==> src/rtl/iec_sd_arbiter_pkg.sv <==
// -----------------------------------------------------------------------------
// iec_sd_arbiter_pkg
// Shared definitions for the SD host arbiter:
//   arb_state_t  - arbiter FSM state encoding (IDLE / REQ / XFER)
//   MAX_DRIVES   - largest supported number of drive request ports
//   ndr_clamp()  - clamps the DRIVES parameter into 1..MAX_DRIVES
// -----------------------------------------------------------------------------
package iec_sd_arbiter_pkg;

    typedef enum logic [1:0] {
        IDLE = 2'd0,
        REQ  = 2'd1,
        XFER = 2'd2
    } arb_state_t;

    localparam int MAX_DRIVES = 4;

    function automatic int ndr_clamp(input int drives);
        if (drives < 1) begin
            return 1;
        end
        if (drives > MAX_DRIVES) begin
            return MAX_DRIVES;
        end
        return drives;
    endfunction

endpackage

==> src/rtl/iec_sd_arbiter_rr_pick.sv <==
// -----------------------------------------------------------------------------
// iec_rr_pick
// Combinational round-robin selector. Picks the requesting port closest after
// the last granted port, wrapping modulo NDR.
// Ports:
//   req   [NDR-1:0] in   request vector, one bit per drive
//   last  [1:0]     in   index of the previously granted drive
//   idx   [1:0]     out  index of the next drive to grant
//   valid           out  at least one request is pending
// -----------------------------------------------------------------------------
module iec_rr_pick #(
    parameter int NDR = 2
) (
    input  logic [NDR-1:0] req,
    input  logic [1:0]     last,
    output logic [1:0]     idx,
    output logic           valid
);

    logic [2:0] best;

    // Distance of a port from the search start (last+1); 0 is searched first.
    // The 8 offset keeps the dividend positive for every legal 'last'.
    function automatic logic [2:0] rr_dist(input int pos, input logic [1:0] from);
        int d;
        d = (pos + 8 - int'(from) - 1) % NDR;
        return d[2:0];
    endfunction

    always_comb begin
        idx   = '0;
        valid = 1'b0;
        best  = 3'd7;
        for (int i = 0; i < NDR; i++) begin
            if (req[i] && (rr_dist(i, last) < best)) begin
                best  = rr_dist(i, last);
                idx   = 2'(i);
                valid = 1'b1;
            end
        end
    end

endmodule

==> src/rtl/iec_sd_arbiter.sv <==
// -----------------------------------------------------------------------------
// iec_sd_arbiter
// Arbitrates up to four drive request ports onto a single SD host interface.
// A drive is granted round-robin, its address/count/direction are latched and
// the host request is held until the host acknowledges or the request times
// out.
// Parameters:
//   DRIVES  number of drive ports (clamped to 1..4 -> NDR)
//   TMO_W   width of the request-timeout counter
// Ports:
//   clk_sys               in   clock, rising edge
//   reset                 in   synchronous active-high reset
//   drv_lba[NDR]     [31:0] in  per-drive block address
//   drv_blk_cnt[NDR] [5:0]  in  per-drive block count minus one
//   drv_rd, drv_wr   [NDR]  in  per-drive request levels
//   drv_buff_din[NDR][7:0]  in  per-drive write data
//   drv_ack          [NDR]  out per-drive acknowledge (combinational)
//   sd_lba           [31:0] out latched block address
//   sd_blk_cnt       [5:0]  out latched block count
//   sd_rd, sd_wr            out host request levels
//   sd_ack                  in  host acknowledge
//   sd_buff_din      [7:0]  out write data from the granted drive
//   grant            [1:0]  out current / last granted drive
//   busy                    out FSM not in IDLE
//   tmo                     out one-cycle timeout pulse
// -----------------------------------------------------------------------------
module iec_sd_arbiter
    import iec_sd_arbiter_pkg::*;
#(
    parameter int  DRIVES = 2,
    parameter int  TMO_W  = 24,
    localparam int NDR    = ndr_clamp(DRIVES)
) (
    input  logic              clk_sys,
    input  logic              reset,
    input  logic [31:0]       drv_lba      [NDR],
    input  logic [5:0]        drv_blk_cnt  [NDR],
    input  logic [NDR-1:0]    drv_rd,
    input  logic [NDR-1:0]    drv_wr,
    input  logic [7:0]        drv_buff_din [NDR],
    output logic [NDR-1:0]    drv_ack,
    output logic [31:0]       sd_lba,
    output logic [5:0]        sd_blk_cnt,
    output logic              sd_rd,
    output logic              sd_wr,
    input  logic              sd_ack,
    output logic [7:0]        sd_buff_din,
    output logic [1:0]        grant,
    output logic              busy,
    output logic              tmo
);

    // The timeout fires on the edge where the counter steps onto all-ones,
    // so the request stays up for 2**TMO_W - 1 REQ cycles.
    localparam logic [TMO_W-1:0] TMO_LAST = {TMO_W{1'b1}} - TMO_W'(1);

    arb_state_t        state;
    logic [1:0]        sel;
    logic [TMO_W-1:0]  tmo_cnt;

    logic [1:0]        pick_idx;
    logic              pick_vld;
    logic [31:0]       pick_lba;
    logic [5:0]        pick_cnt;
    logic              pick_rd;

    iec_rr_pick #(
        .NDR   (NDR)
    ) u_pick (
        .req   (drv_rd | drv_wr),
        .last  (grant),
        .idx   (pick_idx),
        .valid (pick_vld)
    );

    // Port muxes: candidate fields for the next grant, and the live data /
    // acknowledge path of the currently selected drive.
    always_comb begin
        pick_lba    = '0;
        pick_cnt    = '0;
        pick_rd     = 1'b0;
        sd_buff_din = '0;
        drv_ack     = '0;
        for (int i = 0; i < NDR; i++) begin
            if (pick_idx == 2'(i)) begin
                pick_lba = drv_lba[i];
                pick_cnt = drv_blk_cnt[i];
                pick_rd  = drv_rd[i];
            end
            if (sel == 2'(i)) begin
                sd_buff_din = drv_buff_din[i];
                drv_ack[i]  = sd_ack & (state != IDLE);
            end
        end
    end

    assign busy = (state != IDLE);

    always_ff @(posedge clk_sys) begin
        if (reset) begin
            state      <= IDLE;
            sd_rd      <= 1'b0;
            sd_wr      <= 1'b0;
            sel        <= '0;
            grant      <= 2'(NDR - 1);
            sd_lba     <= '0;
            sd_blk_cnt <= '0;
            tmo        <= 1'b0;
            tmo_cnt    <= '0;
        end else begin
            tmo <= 1'b0;
            unique case (state)
                IDLE: begin
                    // A still-high sd_ack belongs to a transfer abandoned by
                    // reset; wait for the host to release it.
                    if (!sd_ack && pick_vld) begin
                        sel        <= pick_idx;
                        grant      <= pick_idx;
                        sd_lba     <= pick_lba;
                        sd_blk_cnt <= pick_cnt;
                        sd_rd      <= pick_rd;
                        sd_wr      <= ~pick_rd;
                        tmo_cnt    <= '0;
                        state      <= REQ;
                    end
                end
                REQ: begin
                    tmo_cnt <= tmo_cnt + TMO_W'(1);
                    if (sd_ack) begin
                        sd_rd <= 1'b0;
                        sd_wr <= 1'b0;
                        state <= XFER;
                    end else if (tmo_cnt == TMO_LAST) begin
                        sd_rd <= 1'b0;
                        sd_wr <= 1'b0;
                        tmo   <= 1'b1;
                        state <= IDLE;
                    end
                end
                XFER: begin
                    if (!sd_ack) begin
                        state <= IDLE;
                    end
                end
                default: begin
                    state <= IDLE;
                end
            endcase
        end
    end

endmodule

==> config.mk <==
export PLATFORM = sky130hd
export DESIGN_NAME = iec_sd_arbiter
export DESIGN_NICKNAME = d
export VERILOG_FILES = /design/src/rtl/iec_sd_arbiter_pkg.sv /design/src/rtl/iec_sd_arbiter_rr_pick.sv /design/src/rtl/iec_sd_arbiter.sv
export SDC_FILE = /design/constraint.sdc
export NUM_CORES = 1
export LEC_CHECK = 0
export ABC_AREA = 1
export ABC_CLOCK_PERIOD_IN_PS = 1400
export CORE_MARGIN = 2
export CORE_UTILIZATION = 40
export CTS_BUF_LIST = sky130_fd_sc_hd__clkbuf_8
export DETAILED_ROUTE_END_ITERATION = 6
export PLACE_DENSITY = 0.76
export SLEW_MARGIN = 20
export SYNTH_ARGS = -nofsm -noshare
export SYNTH_HDL_FRONTEND = slang
export SYNTH_SLANG_ARGS = --single-unit
==> constraint.sdc <==
create_clock -name clk_sys -period 1.4 [get_ports clk_sys]
set_input_delay 0.14 -clock clk_sys [delete_from_list [all_inputs] [get_ports clk_sys]]
set_output_delay 0.14 -clock clk_sys [all_outputs]
set_load 0.005 [all_outputs]
# --- Yosys cells after proc, flatten, opt, wreduce, memory -nomap -nowiden ---
# Cells that the tools add are included.
# W data, S select, Z words.
op_classes:
  reduce_logical: 14
  n_mul: 0
  n_shift: 0
  add_sub_neg: 5
  bitwise_logic: 6
  magnitude_cmp: 2
  n_div: 0
  muxes: 28
  n_eq_ne: 8
op_table:
  columns: ["op", "n"]
  rows:
  - ["$mux W32", 2]
  - ["$pmux W24 S2", 1]
  - ["$sub A32 B2 Y32 const B", 1]
  - ["$add A24 B1 Y24 const B", 1]
  - ["$eq A24 B24 Y1 const B", 1]
  - ["$mux W24", 1]
  - ["$mux W8", 2]
  - ["$mux W1", 12]
  - ["$mux W6", 2]
  - ["$sub A4 B2 Y5 const A", 2]
  - ["$mux W2", 4]
  - ["$eq A2 B1 Y1 const B", 3]
  - ["$logic_not A2 Y1", 3]
  - ["$pmux W2 S3", 1]
  - ["$reduce_and A3 Y1", 2]
  - ["$sub A5 B2 Y6 const B", 1]
  - ["$ne A2 B2 Y1 const B", 2]
  - ["$pmux W1 S2", 2]
  - ["$reduce_and A2 Y1", 2]
  - ["$reduce_bool A2 Y1", 2]
  - ["$and A1 B1 Y1", 3]
  - ["$logic_and A1 B1 Y1", 3]
  - ["$lt A3 B3 Y1", 1]
  - ["$lt A3 B3 Y1 const B", 1]
  - ["7 further kinds", 8]
totals:
  output_inout_bits: 54
  regBits: 71
  inputBits: 99
  n_memories: 0
  rom_bits: 0
  mem_bits_rw: 0
  wordCells: 72
  latch_bits: 0

# --- Logic depth before layout (Yosys ltp) ---
# Gate-level depths: netlist of run 1.
depth:
  word_depth: 15
  mapped_depth: 11
  ltp_nobuf: 11

# --- Cells and area by module ---
# A second synthesis of run 1 with hierarchy kept.
hier_totals:
  hier_cells: 549
  area_unflattened_um2: 3739.8
modules_own_cells:
  columns: ["mod", "n_inst", "cells_each", "seq_area_each_um2", "area_per_inst_um2"]
  rows:
  - ["iec_sd_arbiter", 1, 542, 1401.3, 3709.8]
  - ["iec_rr_pick", 1, 7, 0.0, 30.0]

# --- Worst setup path before layout of run 1 ---
# No wires, ideal clock.
synth_path:
  kind: "register to register"
  startpoint: "reg tmo_cnt[0]"
  endpoint: "reg tmo_cnt[20]"
  stages_incl_launch_ff: 9
  t_arrival_ps: 1229
  setup_slack_ps: 55
  t_required_ps: 1284
  setup_ps: 116
  period_less_slack_ps: 1345
  path_buffers: 0
  cell_sequence: "dfxtp_1 ha_1 inv_1 nor2_4 nand3_2 nor2_2 nand3_1 o21ai_0 nor2_1"
synth_via:
  elab_chain_cells: 2
synth_rtl:
  columns: ["item", "line", "text"]
  rows:
  - ["start, declared", "iec_sd_arbiter.sv:59", "logic [TMO_W-1:0] tmo_cnt;"]
  - ["start signal, assigned", "iec_sd_arbiter.sv:128", "tmo_cnt <= tmo_cnt + TMO_W'(1);"]
  - ["$add A24 B1 Y24", "iec_sd_arbiter.sv:128", null]
  - ["$pmux W24 S2", "iec_sd_arbiter.sv:112", "unique case (state)"]
# No other way between the ends.
# A chain may end at the register's enable or synchronous reset.

# --- Final worst setup path of run 1 ---
layout_path:
  startpoint: "reg state[0]"
  endpoint: "reg tmo_cnt[5]"
layout_via:
  elab_chain_cells: 3
  word_cells_on_any_way: 6
  cone_classes: "eq/ne (2); mux (1); reduce/logical (3)"
layout_rtl:
  columns: ["item", "line", "text"]
  rows:
  - ["start, declared", "iec_sd_arbiter.sv:57", "arb_state_t state;"]
  - ["start signal, assigned", "iec_sd_arbiter.sv:101", "state <= IDLE;"]
  - ["start signal, assigned", "iec_sd_arbiter.sv:124", "state <= REQ;"]
  - ["start signal, assigned", "iec_sd_arbiter.sv:132", "state <= XFER;"]
  - ["$eq A2 B1 Y1 or $logic_not A2 Y1 (tied branches)", "iec_sd_arbiter.sv:112", null]
  - ["$reduce_bool A2 Y1 (no source line) or $ne A2 B2 Y1 (tied branches)", null, null]
  - ["$reduce_and A2 Y1 (no source line)", null, null]
# Parallel ways exist; a longest one is shown, timed or not.

==> flow_summary.ini, run 1 <==
[cts]
clk_path_buf_depth = 2
cts_made_buffers = 9
root_buffer = clkbuf_8
insertion_delay_ns = 0.36
clkTransAtPathRegs_ns = 0.08
h-tree-depth = 3
cts_sinks = 69
ctsHoldBuffers = 0
cts_tree = done

[logic_synthesis]
yosys.area.top_type = dfxtp_1
synth_warnings = 0
synth_fp_nets = 660
syn-cell-area_sq_um = 3690
synth-seq-area-share_pct = 37.5
ys_ff_latch = 69
synth_area_leaders = dfxtp_1, nand2_1, nand3_1
syn_inst = 559
syn_avg_cell_area_sq_um = 6.59
synth_top_cell_area_share_pct = 37.5
ys_types = 35

[grt]
grt_pass1_wl_mm = 20.4
overflow = 0
grt_max_degree = 39
antenna_found_initial = 0
grt_use_total_pct = 25.6
grt_pass1_vias = 4369

[placement]
dp_hpwl_mm = 8.48
dpl.cell_count = 838
port_buffers = 151
gp_congestion = 0.875

[outcome]
outcome = finished with violations
violations = setup timing

[cells_and_area]
syn_to_final_growth_pct = 81.3
diodes = 0
final_util_pct = 73.4
instances_no_fill = 886
drive_above_1_share_pct = 27.1
fill_cells = 657
final_common_cell = nand2_1
finalNetCount = 871
final_cell_mix = nand2_1, clkdlybuf4s50_1, inv_1

[power]
p_leak_nw = 3.09
pwr_density_cell_nw_per_um2 = 899
vdd_drop_max_v = 0.000551

[sta]
post-route-period-util_pct = 107
finalHoldViolCount = 0
skew_ns = 0.0181
whs_ns = 0.452
fmax_ghz = 0.666
final-setup-viol-count = 43
finalMaxSlewViolations = 0
period_needed_ns = 1.50
rsz0062_at_grt = yes
post-route-worst-setup-slack_ns = -0.101

[die]
row_count = 35
dieArea_sq_um = 10000
dieWidth_um = 100
core-area_sq_um = 9110
start_util_pct = 40.5
chipHeight_um = 100
io_pins = 153

[setup_path]
reg2reg_setup_slack_ns = -0.10
worstPathArrival_ns = 1.73
endpoint = tmo_cnt[5]
critPathRequiredTime_ns = 1.63
r2r_end = tmo_cnt[5]
r2r_start = state[0]
start_kind = flop
cp-end-kind = flop
worstSetupPathType = reg2reg
reg2reg_depth = 10
worst-path-max-fanout = 4
startpoint = state[0]

[route]
wl_per_cell_um = 15.2
viasPerCell = 5.15
ant_nets = 0
drtPass1Iterations = 5
first_iter_violations = 181
drcViolationCount = 0
via_count = 4567
routed_wl_mm = 13.5

[flow_run]
drv_cap = 0

[min_path]
min_path_type = in2reg
report_power, final:
group / total [mW] / switching (mW) / internal [mW]
clock network: 2.08 / 0.796 / 1.28
logic: 1.74 / 0.744 / 0.997
registers: 2.19 / 0.0848 / 2.10
total: 6.01 / 1.62 / 4.38
flip-flops by register name (all words and copies together), names as in the netlist:
register	flops
tmo	1
sd_blk_cnt	6
sel	1
grant	1
tmo_cnt	24
sd_rd	1
sd_wr	1
sd_lba	32
state	2
critical path: stages, from the launching register on:
cell and delay [ns]:
dfxtp_2 0.33, inv_2 0.07, nand2_4 0.06, buf_6 0.11, nor2_4 0.15, nand2_8 0.09, buf_4 0.14, buf_6 0.13
buf_6 0.13, o211ai_1 0.09, a21oi_1 0.08
cell families after synthesis:
family,Yosys count,synth area share [%]
AOI/OAI and AO/OA,80,13.7
buffers and inverters,107,12.7
and+or+nand+nor,300,35.3
DFF,69,37.5
other,1,0.102
adders and majority gates,2,0.679
worst min path at each step:
stage	start	end	slack, ns	depth (start not counted)
finish	drv_lba[11]	sd_lba[11]	0.45	5
global route	drv_lba[11]	sd_lba[11]	0.47	5
CTS	drv_lba[45]	sd_lba[13]	0.46	5
detailed placement	sd_wr	sd_wr	0.45	2
global placement	sd_rd	sd_rd	0.45	2
floorplan	sd_ack	tmo	0.22	1
cells in the mapped netlist:
cell / instances
inv_4: 1
nand2_1: 179
dfxtp_1: 69
or2_2: 2
nand2_4: 1
nor2_4: 1
buf_6: 4
buf_2: 9
nand3_2: 1
inv_1: 73
a21oi_1: 21
o21ai_0: 12
nand2_2: 2
nand2_8: 1
nor3_2: 1
clkinv_1: 1
o211ai_1: 39
clkbuf_1: 9
or2_1: 2
inv_2: 3
a211oi_1: 2
nor2_1: 30
o21ai_1: 4
conb_1: 1
o21bai_1: 1
nor2_2: 4
nand4_1: 5
nor3_1: 8
buf_4: 6
ha_1: 2
nand3_1: 60
buf_1: 1
a31oi_1: 1
nor4_1: 2
and2b_1: 1
cell type report:
| type | instances | area (sq um) | area share [%] |
|---|---|---|---|
| Clock buffer | 11 | 151 | 2.27 |
| Clock inverter | 5 | 106 | 1.59 |
| Inverter | 78 | 320 | 4.79 |
| Multi-Input combinational cell | 383 | 2150 | 32.1 |
| Sequential cell | 69 | 1420 | 21.2 |
| Tap cell | 111 | 139 | 2.08 |
| Timing Repair Buffer | 229 | 2400 | 36.0 |
per-layer routing:
metal / vias to the layer above / GRT usage [%] / part of all wire [%] / wire, um
li1: 2220 / - / - / -
met1: 2138 / 31.3 / 41 / 5470
met2: 182 / 43.1 / 50 / 6690
met3: 27 / 7.59 / 7.5 / 1000
met4: 0 / 8.64 / 2.2 / 294
met5: - / 0 / 0 / 0
stage by stage:
step | area (sq um) | setup slack, ns | setup TNS, ns | power, mW
global route | 6680 | -0.189 | -6.80 | 6.26
global placement | 5580 | -0.258 | -12.71 | 3.54
floorplan | 3690 | 0.0554 | 0 | 2.77
CTS | 6370 | -0.120 | -1.51 | 5.92
finish | 6680 | -0.101 | -1.78 | 6.01
detailed placement | 5580 | -0.332 | -16.51 | 3.56
repair_timing:
item | CTS | global route
buffers inserted | 20 | 6
setup endpoints to repair | 67 | 94
cloned | 7 | 1
pin swaps | 14 | 17
endpoints found under the hold margin | 0 | 0
gates resized for setup | 98 | 96
No activity file was read; power rests on OpenSTA's default activity.
==> run 2, diff against run 1 <==
CTS_BUF_LIST = sky130_fd_sc_hd__clkbuf_2   (was sky130_fd_sc_hd__clkbuf_8)
==> run 2 against run 1 <==
The flow still finishes with violations (setup timing); cell count shrank 0.68%; clock skew grew 0.020 ns; sequential share of layout area grew 0.53 points; non-clock buffer count shrank 7; clock power shrank 27%; die area is the same; critical path depth shrank 5; worst setup slack lost 0.050 ns; worst hold slack lost 0.20 ns; fmax shrank 3.3%; critical path type is now reg2out; largest cell class is now multi-input combinational cells; largest power group unchanged.
==> flow_summary.ini, run 2 (synthesis gave the netlist of run 1 again) <==
[cells_and_area]
syn_to_final_growth_pct = 82.0
instances_no_fill = 880
largest_reg_flops = 32
finalNetCount = 865
final_cell_mix = nand2_1, clkdlybuf4s50_1, inv_1
top_register = sd_lba
drive_above_1_share_pct = 33.9
reg.largest.list = sd_lba (32), tmo_cnt (24), sd_blk_cnt (6)
diodes = 0
final_common_cell = nand2_1
final_util_pct = 73.7

[min_path]
min_path_type = in2reg
min-delay-start = drv_lba[21]

[sta]
rsz0062_at_grt = yes
post-route-worst-setup-slack_ns = -0.151
post-route-period-util_pct = 111
period_needed_ns = 1.55
finalHoldViolCount = 0
fmax_ghz = 0.645
finalMaxSlewViolations = 0
skew_ns = 0.0376
final-setup-viol-count = 28

[grt]
antenna_found_initial = 0
grt_use_total_pct = 23.7
grt_pass1_vias = 4178
grt_max_degree = 39
grt_pass1_wl_mm = 19.1
overflow = 0

[route]
drtPass1Iterations = 4
routed_wl_mm = 14.2
viasPerCell = 5.30
ant_nets = 0
wl_per_cell_um = 16.1
drcViolationCount = 0
first_iter_violations = 218
via_count = 4666

[placement]
place_ws_ns = -0.332
dpl.cell_count = 838
dp_hpwl_mm = 8.48
port_buffers = 151
gp_congestion = 0.875

[die]
dieArea_sq_um = 10000
dieWidth_um = 100
start_util_pct = 40.5
core-area_sq_um = 9110
chipHeight_um = 100
io_pins = 153
row_count = 35

[power]
pwr_density_cell_nw_per_um2 = 807
vdd_drop_max_v = 0.000416
total_power_mw = 5.41
p_leak_nw = 3.06

[setup_path]
startpoint = sel[0]
r2r_start = tmo_cnt[0]
worstSetupPathType = reg2out
cp-end-kind = output port
worstPathArrival_ns = 1.41
start_kind = flop
critPathRequiredTime_ns = 1.26
worst-path-max-fanout = 3

[cts]
insertion_delay_ns = 0.53
cts_tree = done
cts_sinks = 69
cts_made_buffers = 9
clkTransAtPathRegs_ns = 0.22
ctsHoldBuffers = 0
root_buffer = clkbuf_2
clk_path_buf_depth = 2
h-tree-depth = 3

[outcome]
violations = setup timing
outcome = finished with violations

[flow_run]
drv_cap = 0
==> run 2: cell count changes in the layout (fill, tap and decap cells not counted), moves of 10 or more <==
cell	delta
dlygate4sd2_1	+41
dfxtp_1	-33
dfxtp_2	+33
clkdlybuf4s50_1	-30
buf_4	-11
clkbuf_8	-11
dlymetal6s2s_1	-11
nand2_1	-10
==> run 2: through the flow <==
step                hold slack, ns  setup TNS (ns)  area (sq um)
global placement             0.447          -12.71          5580
CTS                          0.239           -1.71          5990
finish                       0.248           -2.33          6710
floorplan                    0.217               0          3690
detailed placement           0.452          -16.51          5580
global route                 0.245           -5.14          6710
==> run 2: final timing paths <==
kind | endpoint | slack, ns | cells past startpoint
max reg2reg | sd_wr | -0.14 | 12
max | sd_buff_din[6] | -0.15 | 5
min | sd_lba[21] | 0.25 | 5
min reg2reg | sd_wr | 0.48 | 2
==> run 2: timing repair <==
item | 4_1_cts | 5_1_grt
gates resized for setup | 191 | 121
buffers inserted | 9 | 7
pin swaps | 17 | 38
endpoints found under the setup margin | 110 | 60
cloned | 1 | 11
==> run 2: critical path, cell delays in order (launching register included) <==
cell     delay [ns]
dfxtp_4        0.41
buf_6          0.12
buf_6          0.12
nand2_2        0.05
nand2_2        0.06
buf_6          0.12
==> run 2: area by class of cell <==
class                           count  area (sq um)
Sequential cell                    69          1460
Multi-Input combinational cell    383          2320
Timing Repair inverter              1          8.76
Timing Repair Buffer              222          2300
Inverter                           78           328
Fill cell                         648          2400
Tap cell                          111           139
Clock buffer                        9          45.0
Clock inverter                      7           114
==> run 2: power by group <==
part           switching [mW]  internal, mW  leakage (nW)  total [mW]
clock network           0.761         0.760        0.0872        1.52
logic                   0.779         0.908          2.39        1.69
registers              0.0845          2.12         0.586        2.20
total                    1.62          3.79          3.06        5.41
==> run 2: per-layer routing <==
metal	vias to the layer above	global-route usage (%)	part of all wire (%)
met5	-	0	0
met4	0	7.69	3.0
met3	45	4.94	7.4
met2	202	40.2	50
met1	2208	30.1	40
li1	2211	-	-
==> run 3, diff against run 2 <==
SKIP_LAST_GASP = 1   (was unset)
==> run 3 against run 2 <==
Clock power about the same; highest routed layer unchanged; first-iteration DRC count is 12% higher; worst setup slack lost 0.027 ns; sequential share of layout area up 0.22 points; routed wire length down 2.3%; worst hold slack gained 0.0087 ns; design area down 1.2%; clock-buffer cell count did not move; the flow still finishes with violations (setup timing).
==> flow_summary.ini, run 3 (synthesis gave the netlist of run 1 again) <==
[setup_path]
critPathRequiredTime_ns = 1.86
cp-end-kind = flop
start_kind = flop
worst-path-max-fanout = 4
worstPathArrival_ns = 2.03
worstSetupPathType = reg2reg

[cells_and_area]
fin_area_sq_um = 6630
drive_above_1_share_pct = 32.3
syn_to_final_growth_pct = 79.9
top_register = sd_lba
fill_cells = 659
final_cell_mix = nand2_1, clkdlybuf4s50_1, inv_1
final_common_cell = nand2_1
diodes = 0
reg.largest.list = sd_lba (32), tmo_cnt (24), sd_blk_cnt (6)
finalNetCount = 863
final_util_pct = 72.8
largest_reg_flops = 32

[placement]
dp_hpwl_mm = 8.48
port_buffers = 151
post_dp_cell_area_sq_um = 5580
place_ws_ns = -0.332
gp_congestion = 0.875

[die]
core-area_sq_um = 9110
dieArea_sq_um = 10000
row_count = 35
dieWidth_um = 100
start_util_pct = 40.5
chipHeight_um = 100
io_pins = 153

[grt]
grt_max_degree = 39
overflow = 0
grt_pass1_vias = 4193
grt_use_total_pct = 23.7
antenna_found_initial = 0
grt_pass1_wl_mm = 19.2

[power]
p_leak_nw = 3.04
clock_power_share_pct = 28.2
pwr_density_cell_nw_per_um2 = 814
seqPwrFrac_pct = 40.8
vdd_drop_max_v = 0.000426
internal-power_mw = 3.79
p_comb_share_pct = 31.0
total_power_mw = 5.40
switchingPower_mw = 1.61
p_sw_share_pct = 29.8

[sta]
period_needed_ns = 1.58
whs_ns = 0.257
post-route-period-util_pct = 113
fmax_ghz = 0.634
skew_ns = 0.0425
finalMaxSlewViolations = 0
final-setup-viol-count = 32
post-route-worst-setup-slack_ns = -0.178
finalHoldViolCount = 0
rsz0062_at_grt = yes

[cts]
h-tree-depth = 3
root_buffer = clkbuf_2
clk_path_buf_depth = 2
insertion_delay_ns = 0.53
cts_sinks = 69
cts_tree = done
clkTransAtPathRegs_ns = 0.22
cts_made_buffers = 9

[outcome]
violations = setup timing
outcome = finished with violations

[route]
drcViolationCount = 0
routed_wl_mm = 13.9
via_count = 4607
drtPass1Iterations = 5
first_iter_violations = 244
ant_nets = 0
viasPerCell = 5.25
wl_per_cell_um = 15.8

[min_path]
min_path_type = in2reg

[flow_run]
drv_cap = 0
run 3: cell count changes in the layout (fill, tap and decap cells not counted), sizes merged:
cell    before  now
clkbuf      17   18
buf         74   71
run 3: worst paths after layout:
path	start	end	slack (ns)	cells after the start
setup / recovery	tmo_cnt[0]	tmo	-0.18	10
setup reg to reg	tmo_cnt[0]	tmo	-0.18	10
hold / removal	drv_lba[21]	sd_lba[21]	0.26	5
hold reg to reg	sd_wr	sd_wr	0.48	2
run 3: timing repair:
action | CTS | global route
pin swaps | 17 | 25
endpoints found under the setup margin | 110 | 60
cloned | 1 | 11
hold buffers | 0 | 0
setup buffers | 9 | 5
gates resized for setup | 187 | 107
run 3: worst max-delay path, cell delays in order (launching register included):
cell and delay, ns:
dfxtp_4 0.41, buf_6 0.13, inv_4 0.06, ha_4 0.12
inv_2 0.03, nor2_2 0.10, nand2_1 0.06, nor2_1 0.16
nand2_1 0.11, buf_4 0.14, nor4_1 0.18
run 3: routing by layer:
layer | wire (um) | track usage (%) | vias to the layer above
li1 | - | - | 2203
met1 | 5530 | 30.2 | 2175
met2 | 7050 | 40.4 | 199
met3 | 1010 | 4.94 | 30
met4 | 278 | 7.69 | 0
met5 | 0 | 0 | -
run 3: power groups by stage:
stage	sequential (mW)	clock, mW	combinational [mW]
2_1_floorplan	2.22	0	0.556
3_3_place_gp	2.22	0	1.32
3_5_place_dp	2.21	0	1.35
4_1_cts	2.20	1.53	1.35
5_1_grt	2.22	1.60	1.79
6_report	2.20	1.52	1.67
run 3: area by class of cell:
cell class | instances | area [sq um] | share of cell area (%)
clock buffers | 9 | 45.0 | 0.679
clock inverters | 7 | 114 | 1.72
inverters | 78 | 327 | 4.92
multi-input cells | 383 | 2250 | 34.0
flip-flops and latches | 69 | 1460 | 22.0
well taps | 111 | 139 | 2.09
repair buffers | 220 | 2290 | 34.5
repair inverters | 1 | 11.3 | 0.170
run 3: metrics by stage:
stage | std cells | setup TNS (ns)
2_1_floorplan | 559 | 0
3_3_place_gp | 838 | -12.71
3_5_place_dp | 838 | -16.51
4_1_cts | 863 | -1.77
5_1_grt | 878 | -4.80
6_report | 878 | -2.50
